### src/rtl/vgachargen_pkg.sv
// Shared 640x480 raster constants, address widths and the sync/enable bundle
// that travels down the pixel pipeline.
package vgachargen_pkg;

  localparam int HD = 640;
  localparam int HF = 16;
  localparam int HR = 96;
  localparam int HB = 48;
  localparam int HTOTAL = HD + HF + HR + HB;
  localparam int VD = 480;
  localparam int VF = 10;
  localparam int VR = 2;
  localparam int VB = 33;
  localparam int VTOTAL = VD + VF + VR + VB;

  localparam int VGA_MAX_H_WIDTH = $clog2(HTOTAL);
  localparam int VGA_MAX_V_WIDTH = $clog2(VTOTAL);

  localparam int CH_H_PIXELS = HD / 8;
  localparam int CH_V_ROWS = VD / 16;
  localparam int CH_MAP_ADDR_WIDTH = $clog2(CH_H_PIXELS * CH_V_ROWS);
  localparam int BITMAP_ADDR_WIDTH = 7;

  localparam logic [VGA_MAX_H_WIDTH-1:0] H_VISIBLE = VGA_MAX_H_WIDTH'(HD);
  localparam logic [VGA_MAX_H_WIDTH-1:0] H_LAST = VGA_MAX_H_WIDTH'(HTOTAL - 1);
  localparam logic [VGA_MAX_H_WIDTH-1:0] HSYNC_START = VGA_MAX_H_WIDTH'(HD + HF);
  localparam logic [VGA_MAX_H_WIDTH-1:0] HSYNC_END = VGA_MAX_H_WIDTH'(HD + HF + HR);
  localparam logic [VGA_MAX_V_WIDTH-1:0] V_VISIBLE = VGA_MAX_V_WIDTH'(VD);
  localparam logic [VGA_MAX_V_WIDTH-1:0] V_LAST = VGA_MAX_V_WIDTH'(VTOTAL - 1);
  localparam logic [VGA_MAX_V_WIDTH-1:0] VSYNC_START = VGA_MAX_V_WIDTH'(VD + VF);
  localparam logic [VGA_MAX_V_WIDTH-1:0] VSYNC_END = VGA_MAX_V_WIDTH'(VD + VF + VR);

  typedef struct packed {
    logic hsync;
    logic vsync;
    logic de;
  } vga_ctrl_t;

  localparam vga_ctrl_t CTRL_IDLE = '{hsync: 1'b1, vsync: 1'b1, de: 1'b0};

endpackage

### src/rtl/vgachargen_delay_line.sv
// Enable-gated shift register; DEPTH=0 collapses to a wire so callers can
// tune pipeline alignment without special-casing.
module vgachargen_delay_line #(
  parameter int WIDTH = 1,
  parameter int DEPTH = 2,
  parameter logic [WIDTH-1:0] RESET_VAL = '0
) (
  input  logic             clk_i,
  input  logic             rst_i,
  input  logic             en_i,
  input  logic [WIDTH-1:0] d_i,
  output logic [WIDTH-1:0] q_o
);

  generate
    if (DEPTH == 0) begin : g_bypass
      assign q_o = d_i;
    end else begin : g_shift
      logic [WIDTH-1:0] stage_q [DEPTH];

      always_ff @(posedge clk_i) begin
        if (rst_i) begin
          for (int i = 0; i < DEPTH; i++) stage_q[i] <= RESET_VAL;
        end else if (en_i) begin
          stage_q[0] <= d_i;
          for (int i = 1; i < DEPTH; i++) stage_q[i] <= stage_q[i-1];
        end
      end

      assign q_o = stage_q[DEPTH-1];
    end
  endgenerate

endmodule

### src/rtl/vgachargen_timing.sv
// 640x480 raster counters feeding the char-map/bitmap lookup, with sync and
// display-enable delayed to match it. VGACHARGEN_BLINK_EN adds blink_o.
module vgachargen_timing
  import vgachargen_pkg::*;
#(
  parameter int PIPE_DELAY = 2,
  parameter int BLINK_FRAMES = 30
) (
  input  logic                         clk_i,
  input  logic                         rst_i,
  input  logic                         pix_en_i,
  output logic [VGA_MAX_H_WIDTH-1:0]   hcount_o,
  output logic [VGA_MAX_V_WIDTH-1:0]   vcount_o,
  output logic                         visible_o,
  output logic [CH_MAP_ADDR_WIDTH-1:0] ch_map_addr_o,
  output logic [BITMAP_ADDR_WIDTH-1:0] bitmap_addr_o,
  output logic                         hsync_o,
  output logic                         vsync_o,
  output logic                         de_o,
  output logic                         frame_start_o
`ifdef VGACHARGEN_BLINK_EN
  ,
  output logic                         blink_o
`endif
);

  logic [VGA_MAX_H_WIDTH-1:0] hcount_q, hcount_d;
  logic [VGA_MAX_V_WIDTH-1:0] vcount_q, vcount_d;
  logic h_last, v_last;
  vga_ctrl_t ctrl_raw, ctrl_dly;

  assign h_last = (hcount_q == H_LAST);
  assign v_last = (vcount_q == V_LAST);

  always_comb begin
    hcount_d = hcount_q;
    vcount_d = vcount_q;
    if (pix_en_i) begin
      if (h_last) begin
        hcount_d = '0;
        vcount_d = v_last ? '0 : vcount_q + 1'b1;
      end else begin
        hcount_d = hcount_q + 1'b1;
      end
    end
  end

  always_ff @(posedge clk_i) begin
    if (rst_i) begin
      hcount_q <= '0;
      vcount_q <= '0;
    end else begin
      hcount_q <= hcount_d;
      vcount_q <= vcount_d;
    end
  end

  assign frame_start_o = pix_en_i & h_last & v_last & ~rst_i;
  assign hcount_o = hcount_q;
  assign vcount_o = vcount_q;
  assign visible_o = (hcount_q < H_VISIBLE) && (vcount_q < V_VISIBLE);

  // row*80 as (row<<6)+(row<<4); outside the active area both addresses read 0
  logic [5:0] char_row;
  logic [6:0] char_col;
  assign char_row = vcount_q[9:4];
  assign char_col = hcount_q[9:3];

  always_comb begin
    ch_map_addr_o = '0;
    bitmap_addr_o = '0;
    if (visible_o) begin
      ch_map_addr_o = {char_row, 6'b0} + {2'b0, char_row, 4'b0} + {5'b0, char_col};
      bitmap_addr_o = {vcount_q[3:0], hcount_q[2:0]};
    end
  end

  always_comb begin
    ctrl_raw.hsync = !((hcount_q >= HSYNC_START) && (hcount_q < HSYNC_END));
    ctrl_raw.vsync = !((vcount_q >= VSYNC_START) && (vcount_q < VSYNC_END));
    ctrl_raw.de = visible_o;
  end

  vgachargen_delay_line #(
    .WIDTH    ($bits(vga_ctrl_t)),
    .DEPTH    (PIPE_DELAY),
    .RESET_VAL(CTRL_IDLE)
  ) u_ctrl_dly (
    .clk_i(clk_i),
    .rst_i(rst_i),
    .en_i (pix_en_i),
    .d_i  (ctrl_raw),
    .q_o  (ctrl_dly)
  );

  assign hsync_o = ctrl_dly.hsync;
  assign vsync_o = ctrl_dly.vsync;
  assign de_o = ctrl_dly.de;

`ifdef VGACHARGEN_BLINK_EN
  localparam int BLINK_W = (BLINK_FRAMES > 1) ? $clog2(BLINK_FRAMES) : 1;
  localparam logic [BLINK_W-1:0] BLINK_LAST = BLINK_W'(BLINK_FRAMES - 1);

  logic [BLINK_W-1:0] blink_cnt_q, blink_cnt_d;
  logic blink_q, blink_d;

  always_comb begin
    blink_cnt_d = blink_cnt_q;
    blink_d = blink_q;
    if (frame_start_o) begin
      if (blink_cnt_q == BLINK_LAST) begin
        blink_cnt_d = '0;
        blink_d = ~blink_q;
      end else begin
        blink_cnt_d = blink_cnt_q + 1'b1;
      end
    end
  end

  always_ff @(posedge clk_i) begin
    if (rst_i) begin
      blink_cnt_q <= '0;
      blink_q <= 1'b0;
    end else begin
      blink_cnt_q <= blink_cnt_d;
      blink_q <= blink_d;
    end
  end

  assign blink_o = blink_q;
`endif

endmodule

### config.mk
export PLATFORM = sky130hd
export DESIGN_NAME = vgachargen_timing
export DESIGN_NICKNAME = d
export VERILOG_FILES = /design/src/rtl/vgachargen_pkg.sv /design/src/rtl/vgachargen_delay_line.sv /design/src/rtl/vgachargen_timing.sv
export SDC_FILE = /design/constraint.sdc
export NUM_CORES = 1
export LEC_CHECK = 0
export BUFFER_PORTS_ARGS = -buffer_cell sky130_fd_sc_hd__buf_2
export CORE_ASPECT_RATIO = 0.9
export CORE_UTILIZATION = 50
export DETAILED_ROUTE_END_ITERATION = 8
export PLACE_DENSITY = 0.75
export SLEW_MARGIN = 10
export SYNTH_ARGS = -nofsm -noshare
export SYNTH_HDL_FRONTEND = slang
export SYNTH_SLANG_ARGS = --single-unit
export TNS_END_PERCENT = 5
### constraint.sdc
create_clock -name clk_i -period 5 [get_ports clk_i]
set_clock_uncertainty 0.15 [all_clocks]
set_input_delay 0.5 -clock clk_i [delete_from_list [all_inputs] [get_ports clk_i]]
set_output_delay 0.5 -clock clk_i [all_outputs]
set_load 0.01 [all_outputs]
# After elaboration in Yosys (flattened, before gate mapping)
# Memories as Yosys holds them, arrays and structs flattened.
# Cells that the tools add are included.
# totals
register_bits	20
n_memories	1
rom_bits	0
latch_bits	0
elab_cells	38
ram_bits	6
in_bits	3
output_inout_bits	44
# mem_list
memory	depth	width	rd	rd_clocked_by_memory_dff	write_ports	line_no	source
u_ctrl_dly.g_shift.stage_q	2	3	2	0	2	vgachargen_delay_line.sv:19	logic [WIDTH-1:0] stage_q [DEPTH];
# op_classes
eq_ne	2
order_cmp	6
bitwise	6
addsub	4
mux	11
div	0
shifts	0
mul	0
reduce_logical	6
# op_table
operator	n
$add A10 B1 Y10 const B	2
$eq A10 B10 Y1 const B	2
$lt A10 B10 Y1 const B	2
$lt A10 B9 Y1 const B	2
$mux W10	2
$add A12 B10 Y12	1
$add A12 B7 Y12	1
$mux W12	1
$ge A10 B10 Y1 const B	1
$ge A10 B9 Y1 const B	1
$mux W7	1
$mux W3	2
$mux W1	5
$and A1 B1 Y1	3
$logic_and A1 B1 Y1	3
$logic_not A1 Y1	2
$or A1 B1 Y1	2
$reduce_and A2 Y1	1
$not A1 Y1	1

# Longest topological paths before layout
# Gate-level depths: netlist of the first run.
# logic_depth
depth_word	4
ltp_mapped	8
depth_no_buf	8

# Modules after synthesis
# From an unflattened synthesis of the first run, not the netlist that was laid out.
# unflattened
hier_cells	201
area_unflattened_um2	1771.7
# modules_own_cells
module	area_each_um2	instances	cells_each	seq_area_each_um2
vgachargen_timing	1507.7	1	185	400.4
vgachargen_delay_line	264.0	1	16	180.2

# Worst setup path after synthesis of the first run
# No wires, ideal clock.
# synth_timing
path_type	reg2out
start	reg hcount_q[9] (netlist: hcount_o[9])
end	out ch_map_addr_o[10]
path_buffers	0
t_required_ns	4.350
path_slack_ns	2.054
path_stages_with_launch	9
t_arrival_ns	2.296
cell_sequence	dfxtp_1 inv_1 fa_1 inv_1 ha_1 a211oi_1 o21bai_1 a21oi_1 mux2i_1
# synth_between
elab_chain_len	3
elab_cells_between_ends	4
classes_between	add/sub (1); order compare (1); mux (1); reduce/logical (1)
# synth_lines
element	line_no	source
start, declared	vgachargen_timing.sv:27	logic [VGA_MAX_H_WIDTH-1:0] hcount_q, hcount_d;
start signal, assigned	vgachargen_timing.sv:53	hcount_q <= hcount_d;
$lt A10 B10 Y1	vgachargen_timing.sv:61	assign visible_o = (hcount_q < H_VISIBLE) && (vcount_q < V_VISIBLE);
$logic_and A1 B1 Y1	vgachargen_timing.sv:61	
$mux W12 (*)	vgachargen_timing.sv:72	if (visible_o) begin
end, declared	vgachargen_timing.sv:15	output logic [CH_MAP_ADDR_WIDTH-1:0] ch_map_addr_o,
# Mark *: on every way between the ends. The rest lies on a longest branch, timed or not.

# Worst setup path in the final report of the first run
# Ends and elaborated chain as after synthesis.

==> summary by stage, run 1 <==
Critical path
The worst register-to-register path has a depth of 5. STA classifies the critical path endpoint as an output port. The largest fanout of any net on the critical path is 6.

The capture point of the worst reg-to-reg path is vcount_o[5]. The maximum cell stage delay along the critical path is 610 ps. On the critical path, the stage with the largest delay is an instance of fa_1.

The worst register-to-register path has a setup slack of 2880 ps. Traced cell by cell, the critical path runs through inv_1 -> fa_1 -> inv_1 -> ha_1 -> a211oi_1 -> o21bai_1 -> a21oi_1 -> mux2i_1 -> buf_2. The worst endpoint required time is 4350 ps.

The worst setup path is launched from a flop. The data arrival time of the critical path is 2760 ps. Counting stages on the worst path, the most repeated cell is inv_1. The worst setup path is of the reg2out kind. The startpoint of the lowest-slack register-to-register path is hcount_o[0].

Floorplanning
The floorplan step defined a die boundary enclosing 3820 um^2. The count of boundary I/O pins is 47. Row generation in the floorplan step produced 20 rows. The floorplan step set the die width to 65.1 um.

The starting density of the core is 0.526. The core region is 3400 um^2. The floorplan step set the die height to 58.8 um.

GRT
The global-route wire length before repair is 6100 um. The via count of the first global-routing pass is 1,306. The total overflow left after global routing is 0. The met1 capacity usage during global routing is 0.282.

In the global route stage, met2 resource usage came out at 0.350. The initial antenna violation count is 0. The global routing stage identified its most utilized layer as met2. Entering global routing, the biggest net connects 19 pins. In the global route stage, met3 resource usage came out at 0.0233. The overall fraction of global-route tracks in use is 0.208.

Detailed routing
For this block, the initial DRC count from the detailed router was 52. In the final routed layout, each cell accounts on average for 13.4 um. The via density per instance is 5.40. The detailed-route DRC error count is 0. Detailed routing inserted a total of 1,535 vias. The antenna violation net count after detailed routing is 0. For this block, the routed nets add up to 3820 um of wire. The first-pass detailed-route iteration total is 4.

Synthesis
After synthesis, the share of flip-flops with an asynchronous set or reset is 0. The most common cell in the synthesized netlist is dfxtp_1. For this run, the leading register cell type out of synthesis is dfxtp_1.

By area the synthesized netlist is led by dfxtp_1, ha_1, edfxtp_1, a21oi_1, nor3_1. The number of enable-type register cells in the synthesized netlist is 6. The number of instances in the synthesized netlist is 201. Sorting the synthesized cells by how often they occur yields dfxtp_1, ha_1, nor2_1. The count of state elements after synthesis is 26. The number of nets produced by synthesis is 221.

The average cell area after synthesis is 8.90 um^2. For this run, the register share of the synthesized area comes to 0.324. The area of the mapped netlist is 1790 um^2. The count of cell types in the netlist is 46. The synthesized design spends more area on one cell type than any other, namely dfxtp_1. Of the post-synthesis cell area, the dominant cell type holds 0.224. Yosys printed 0 warnings.

Timing
The final hold violation count is 0. The tightest slew margin relative to the limit is 0.703. The final number of max-transition violations is 0. The minimum clock period is 3410 ps.

For the pin with the worst max-slew slack, the measured transition is 446 ps. The achievable frequency is 0.293 GHz. Final hold analysis gives a worst-case slack of 358 ps. Summed over all failing endpoints, the final setup total negative slack is 0 ps. Setup repair after global routing left no endpoint under its margin.

The final-report setup violation count is 0. The ratio of final minimum period to clock period is 0.683. The minimum setup slack in the final design is 1590 ps.

Final layout
For this run, the number of standard cells in the final layout without fillers is 284. The ratio of cells with drive above 1 in the final layout is 0.254. The count of inserted antenna diode cells is 0. The growth of design area from synthesis to finish is 13.3%. After the last flow step, the layout net total stands at 261.

Pwr
The largest vdd supply drop is 0.106 mV. The leakage power summed over all cells is 0.000924 uW. The areal power density over the cells is 179 nW/um^2.

Clock tree
The buffer depth of the longest clock path is 2. The cts-stage hold buffer count is 0. TritonCTS built the clock tree. Clock latency on the worst-skew pair, taken at its later pin, is 270 ps. In this run, CTS created clock tree buffers numbering 3.

After clock tree synthesis, the clock-pin slew on the worst setup and hold paths is 90 ps. The tree is rooted in a clkbuf_8. The count of instances resized after the clock tree is built is 0.

The number of H-tree branching levels is 1. The clock sink count is 26. After clock tree synthesis, the setup repair step added 0 buffers.

Hold path
The count of cells along the worst hold path is 1. The worst min-delay path category is reg2reg. The end point of the most critical hold path is u_ctrl_dly.g_shift.stage_q[0][5]. The worst hold path begins at u_ctrl_dly.g_shift.stage_q[0][2].

Placement
The count of buffers added on input and output ports is 46. Before CTS, the worst setup slack after placement is 1910 ps. The number of placed cells counting well taps is 280. The placer's final routability congestion estimate is 0.841. The total half-perimeter wirelength after legalization and detailed placement is 2770 um.

Run status
The flow ran to the end, and the final reports show no timing, DRC or antenna violations.

Job
The tool flagged a number of max-cap violations equal to 0.
-- state kept, by name, indices dropped and copies added, names as in the netlist --
signal                      flops
hcount_o                       10
u_ctrl_dly.g_shift.stage_q      6
vcount_o                       10
-- cell type report --
class | instances | area (um^2)
clock inverters | 1 | 3.75
flip-flops and latches | 26 | 581
well taps | 44 | 55.1
fillers | 310 | 1380
clock buffers | 3 | 41.3
repair buffers | 46 | 230
inverters | 13 | 48.8
multi-input cells | 151 | 1070
-- kinds of logic (layout without fill, tap and decap cells) --
kind of cell               Yosys count  after routing  synth area share
AOI/OAI and AO/OA                   30             30            0.0986
xor gates and xnor gates             9              9            0.0441
adders and majority gates           17             17             0.127
buffers and inverters               24             63            0.0790
DFF                                 26             26             0.324
muxes                                2              2            0.0112
and+or+nand+nor                     93             93             0.315
-- cell usage in the layout, fill, tap and decap left out, types with 2 or more instances in the layout --
| cell | Yosys | routed |
|---|---|---|
| nor2_1 | 14 | 14 |
| xnor2_1 | 5 | 5 |
| or4_1 | 3 | 3 |
| fa_1 | 2 | 2 |
| o21ai_0 | 9 | 9 |
| nor3b_1 | 2 | 2 |
| or3_1 | 6 | 6 |
| a21oi_1 | 12 | 12 |
| inv_1 | 12 | 12 |
| and3_2 | 2 | 2 |
| edfxtp_1 | 6 | 6 |
| clkbuf_8 | 1 | 3 |
| mux2i_1 | 2 | 2 |
| or3_2 | 2 | 2 |
| nor2b_1 | 3 | 3 |
| o21a_1 | 2 | 2 |
| buf_2 | 2 | 46 |
| nor4b_1 | 2 | 2 |
| nor3_1 | 12 | 12 |
| ha_1 | 15 | 15 |
| xor2_1 | 4 | 4 |
| a211oi_1 | 2 | 2 |
| nand2_1 | 6 | 6 |
| dfxtp_1 | 20 | 20 |
| nand2b_1 | 5 | 5 |
| and2_1 | 9 | 9 |
| nand3_1 | 11 | 11 |
| and3_1 | 2 | 2 |
| o31ai_1 | 2 | 2 |
| nand4_1 | 7 | 7 |
-- per-layer routing --
layer | part of all wire | vias up
met2 | 0.45 | 50
li1 | - | 789
met1 | 0.49 | 694
met5 | 0 | -
met3 | 0.055 | 2
met4 | 0.0087 | 0
-- where the power goes --
part / total [uW] / internal, uW / switching, uW / leakage, uW
clock: 123 / 55.1 / 67.9 / 0.0000231
combinational: 18.2 / 6.84 / 11.4 / 0.000683
sequential: 221 / 219 / 2.60 / 0.000218
-- critical path: cells and delay by family, from the launching register on --
family / cells / cell delay, ps
flops: 1 / 450
mux: 1 / 200
fa+ha+maj: 2 / 910
compound gates: 3 / 640
buf+inv: 3 / 300
-- metrics by stage --
| stage | cell area, um^2 | util | power, uW |
|---|---|---|---|
| 2_1_floorplan | 1790 | - | 238 |
| 3_3_place_gp | 1980 | 0.582 | 244 |
| 3_5_place_dp | 1980 | 0.582 | 244 |
| 4_1_cts | 2030 | 0.596 | 363 |
| 5_1_grt | 2030 | 0.596 | 377 |
| 6_report | 2030 | 0.596 | 362 |
-- worst max-delay path by stage --
| stage | from | endpoint | depth (start not counted) |
|---|---|---|---|
| after floorplan | hcount_o[9] | ch_map_addr_o[10] | 8 |
| after global placement | vcount_o[4] | ch_map_addr_o[10] | 9 |
| after detailed placement | hcount_o[9] | ch_map_addr_o[10] | 9 |
| after CTS | vcount_o[4] | ch_map_addr_o[10] | 9 |
| after global routing | vcount_o[4] | ch_map_addr_o[10] | 9 |
| final | hcount_o[9] | ch_map_addr_o[10] | 9 |
Note: power is estimated with default switching activity, not from simulation.
==> inputs of run 2 (changes only) <==
Settings changed: ABC_AREA from default to 1, CORE_UTILIZATION 50 to 49, PLACE_DENSITY 0.75 to 0.76.
Clock period 5 ns to 3 ns, I/O delays scaled along.
==> summary by stage, run 2 <==
Clock tree
The clock slew at the register clock pins of the worst setup and hold paths is 100 ps (about the same). The cts-stage hold buffer count is 0 (unchanged). The count of buffers added by post-CTS timing repair for setup is 0 (unchanged). The tree is rooted in a clkbuf_8.

The buffer depth of the longest clock path is 2 (unchanged). The count of instances resized after the clock tree is built is 0 (unchanged). TritonCTS built the clock tree. The clock sink count came to 26 (unchanged). The clock insertion delay at the later pin of the skew report is 280 ps (about the same). The number of H-tree branching levels is 1 (unchanged). The clock buffer count from CTS is 3 (unchanged).

Detailed routing
The wire length after detailed routing was 4500 um (+18%). The antenna violation net count after detailed routing is 0 (unchanged). The first-pass detailed-route iteration total is 4 (unchanged). The number of DRC markers after the initial detailed-route iteration is 140 (+170%). The detailed-route DRC error count is 0 (unchanged). The number of vias in the routed layout came to 1,910 (+24%).

The via density per instance was 5.12 (-5.3%). The routed wirelength normalized by instance count is 12.1 um (-10%).

Synthesis
The async set-or-reset flop fraction in the synthesized netlist is 0 (unchanged). The count of state elements after synthesis is 26 (unchanged). By count the netlist is led by nand2_1, nor2_1, inv_1. The number of instances in the synthesized netlist is 281 (+40%).

By area the synthesized netlist is led by dfxtp_1, nand2_1, ha_1, edfxtp_1, nor2_1. The number of enable-type register cells in the synthesized netlist is 6 (unchanged). The most common cell in the synthesized netlist is nand2_1.

The number of nets produced by synthesis came to 301 (+36%). The biggest area contributor in the post-synthesis netlist is dfxtp_1. The count of cell types in the netlist is 34 (-26%). The top cell type's share of synthesized area is 0.203 (-0.0212). The commonest register cell after synthesis is dfxtp_1. The average cell area after synthesis is 7.04 um^2 (-21%).

The number of warnings reported in the yosys synthesis log was 0 (unchanged). The area of the mapped netlist is 1980 um^2 (+10%). The sequential area share after synthesis is 0.294 (-0.0308).

GRT
The via count of the first global-routing pass came to 1,652 (+26%). The total global routing overflow is 0 (unchanged). The global-route wire length before repair is 7750 um (+27%).

The initial antenna violation count is 0 (unchanged). The pin count of the biggest net entering global routing was 18 (-1). The overall fraction of global-route tracks in use was 0.238 (+0.0299).

Final layout
The ratio of cells with drive above 1 in the final layout is 0.254 (-0.000344). The count of inserted antenna diode cells was 0 (unchanged). The leading cell type in the layout, fill and taps excluded is nand2_1.

In the layout the commonest cells are nand2_1, nor2_1, buf_2, inv_1, dfxtp_1. The growth of design area from synthesis to finish is 16.6%. The post-layout net count is 348 (+33%).

Timing
The achievable frequency is 0.358 GHz. The ratio of final minimum period to clock period is 0.931. The final-report setup violation count is 0 (unchanged). The final total negative setup slack came to 0 ps (unchanged). The final hold violation count came to 0 (unchanged).

The worst-margin pin slew is 385 ps (-61.2 ps). The tightest slew margin relative to the limit is 0.743 (+0.0405). Setup repair after global routing left no endpoint under its margin.

The final number of max-transition violations is 0 (unchanged). The minimum setup slack in the final design is 208 ps (-1380 ps). The minimum clock period is 2790 ps.

Floorplanning
The area inside the core boundary is 3780 um^2 (+11%). The number of rows in the core area is 21 (+5.0%). The count of boundary I/O pins is 47 (unchanged).

The overall die height is 62.3 um (+6.0%). The die outline width is 69.0 um (+6.0%). The starting density of the core was 0.522 (-0.00325). The full die area came to 4290 um^2 (+12%).

Pwr
The largest vdd supply drop is 0.344 mV (+220%). The leakage power summed over all cells is 0.00121 uW (+31%). The areal power density over the cells is 305 nW/um^2 (+71%).

Critical path
STA classifies the critical path endpoint as an output port. The worst endpoint required time is 2550 ps (-1800 ps). The most numerous cell type found on the critical path is nand2_1. The type of the worst setup path is reg2out. Walking the worst path, the cells encountered are inv_1 -> fa_1 -> fa_1 -> inv_1 -> nand3_1 -> nand2_1 -> nand2_1 -> nand2_1 -> a21oi_1 -> nor2_1 -> buf_2. The maximum cell stage delay along the critical path is 530 ps (-80 ps). For this design, the slowest cell found on the critical path is fa_1. The data arrival time of the critical path was 2340 ps (-420 ps).

The largest fanout of any net on the critical path is 4 (-2). The worst setup path is launched from a flop. The depth of the worst register-to-register path is 8 (+3).

Placement
The total half-perimeter wirelength after legalization and detailed placement is 3390 um (+22%). The placer's final routability congestion estimate came to 0.852 (+1.3%). The pre-CTS setup slack is 452 ps (-1460 ps). The count of input and output buffers is 46 (unchanged).

Hold path
The count of cells along the worst hold path was 2 (+1). The tightest min-delay check is of the in2reg type.

Job
The number of violations of the max-capacitance limit is 0 (unchanged).

Run status
The flow ran to the end, and the final reports show no timing, DRC or antenna violations.
## run 2: cell count changes in the layout (fill, tap and decap cells not counted), sizes merged, moves of 8 or more
cell   previous run  this run
or3               8         0
nor2             14        56
nand2             6        64
and2             10         0
inv              13        46
nor3             12         2
## run 2: stage by stage
| step | hold slack (ps) | total power (uW) | instance area [um^2] | util | instances |
|---|---|---|---|---|---|
| 5_1_grt | 207 | 723 | 2300 | 0.609 | 373 |
| 3_5_place_dp | 346 | 410 | 2230 | 0.590 | 369 |
| 3_3_place_gp | 341 | 409 | 2230 | 0.590 | 369 |
| 4_1_cts | 201 | 703 | 2300 | 0.609 | 373 |
| 2_1_floorplan | 332 | 399 | 1980 | - | 281 |
| 6_report | 208 | 703 | 2300 | 0.609 | 373 |
## run 2: path summary, 6_finish.rpt
check / from / end / slack (ps)
hold reg to reg: u_ctrl_dly.g_shift.stage_q[0][1] / u_ctrl_dly.g_shift.stage_q[0][4] / 370
hold / removal: rst_i / vcount_o[2] / 210
setup reg to reg: hcount_o[0] / vcount_o[5] / 1380
setup / recovery: hcount_o[9] / ch_map_addr_o[11] / 210
## run 2: worst max-delay path: cells and delay by family, from the launching register on
| family | cells | cell delay, ps |
|---|---|---|
| compound gates | 1 | 50 |
| buf+inv | 3 | 320 |
| flops | 1 | 390 |
| simple gates | 5 | 360 |
| fa+ha+maj | 2 | 950 |
## run 2: cell families after synthesis
group,Yosys count,share of synthesized area
XOR/XNOR,4,0.0177
buffers and inverters,53,0.115
AO/OA/AOI/OAI,25,0.0639
AND/OR/NAND/NOR,156,0.394
adder cells (fa/ha/maj),17,0.115
flip-flops,26,0.294
## run 2: routing by layer
metal  part of all wire  vias up  global-route usage
li1                   -      984                   -
met3              0.072        7              0.0441
met4             0.0087        0              0.0459
met1               0.47      857               0.358
met5                  0        -                   0
met2               0.45       62               0.351
## run 2: layout make-up
cell class	count	area, um^2
clock buffers	3	41.3
clock inverters	1	30.0
fillers	359	1480
inverters	47	180
multi-input cells	202	1170
flip-flops and latches	26	582
well taps	46	57.6
repair buffers	48	245
## run 2: power breakdown
part / leakage [uW] / switching (uW) / internal [uW]
Combinational: 0.000957 / 25.0 / 10.8
Clock: 0.0000357 / 122 / 179
Sequential: 0.000216 / 3.20 / 363
Total: 0.00121 / 150 / 553
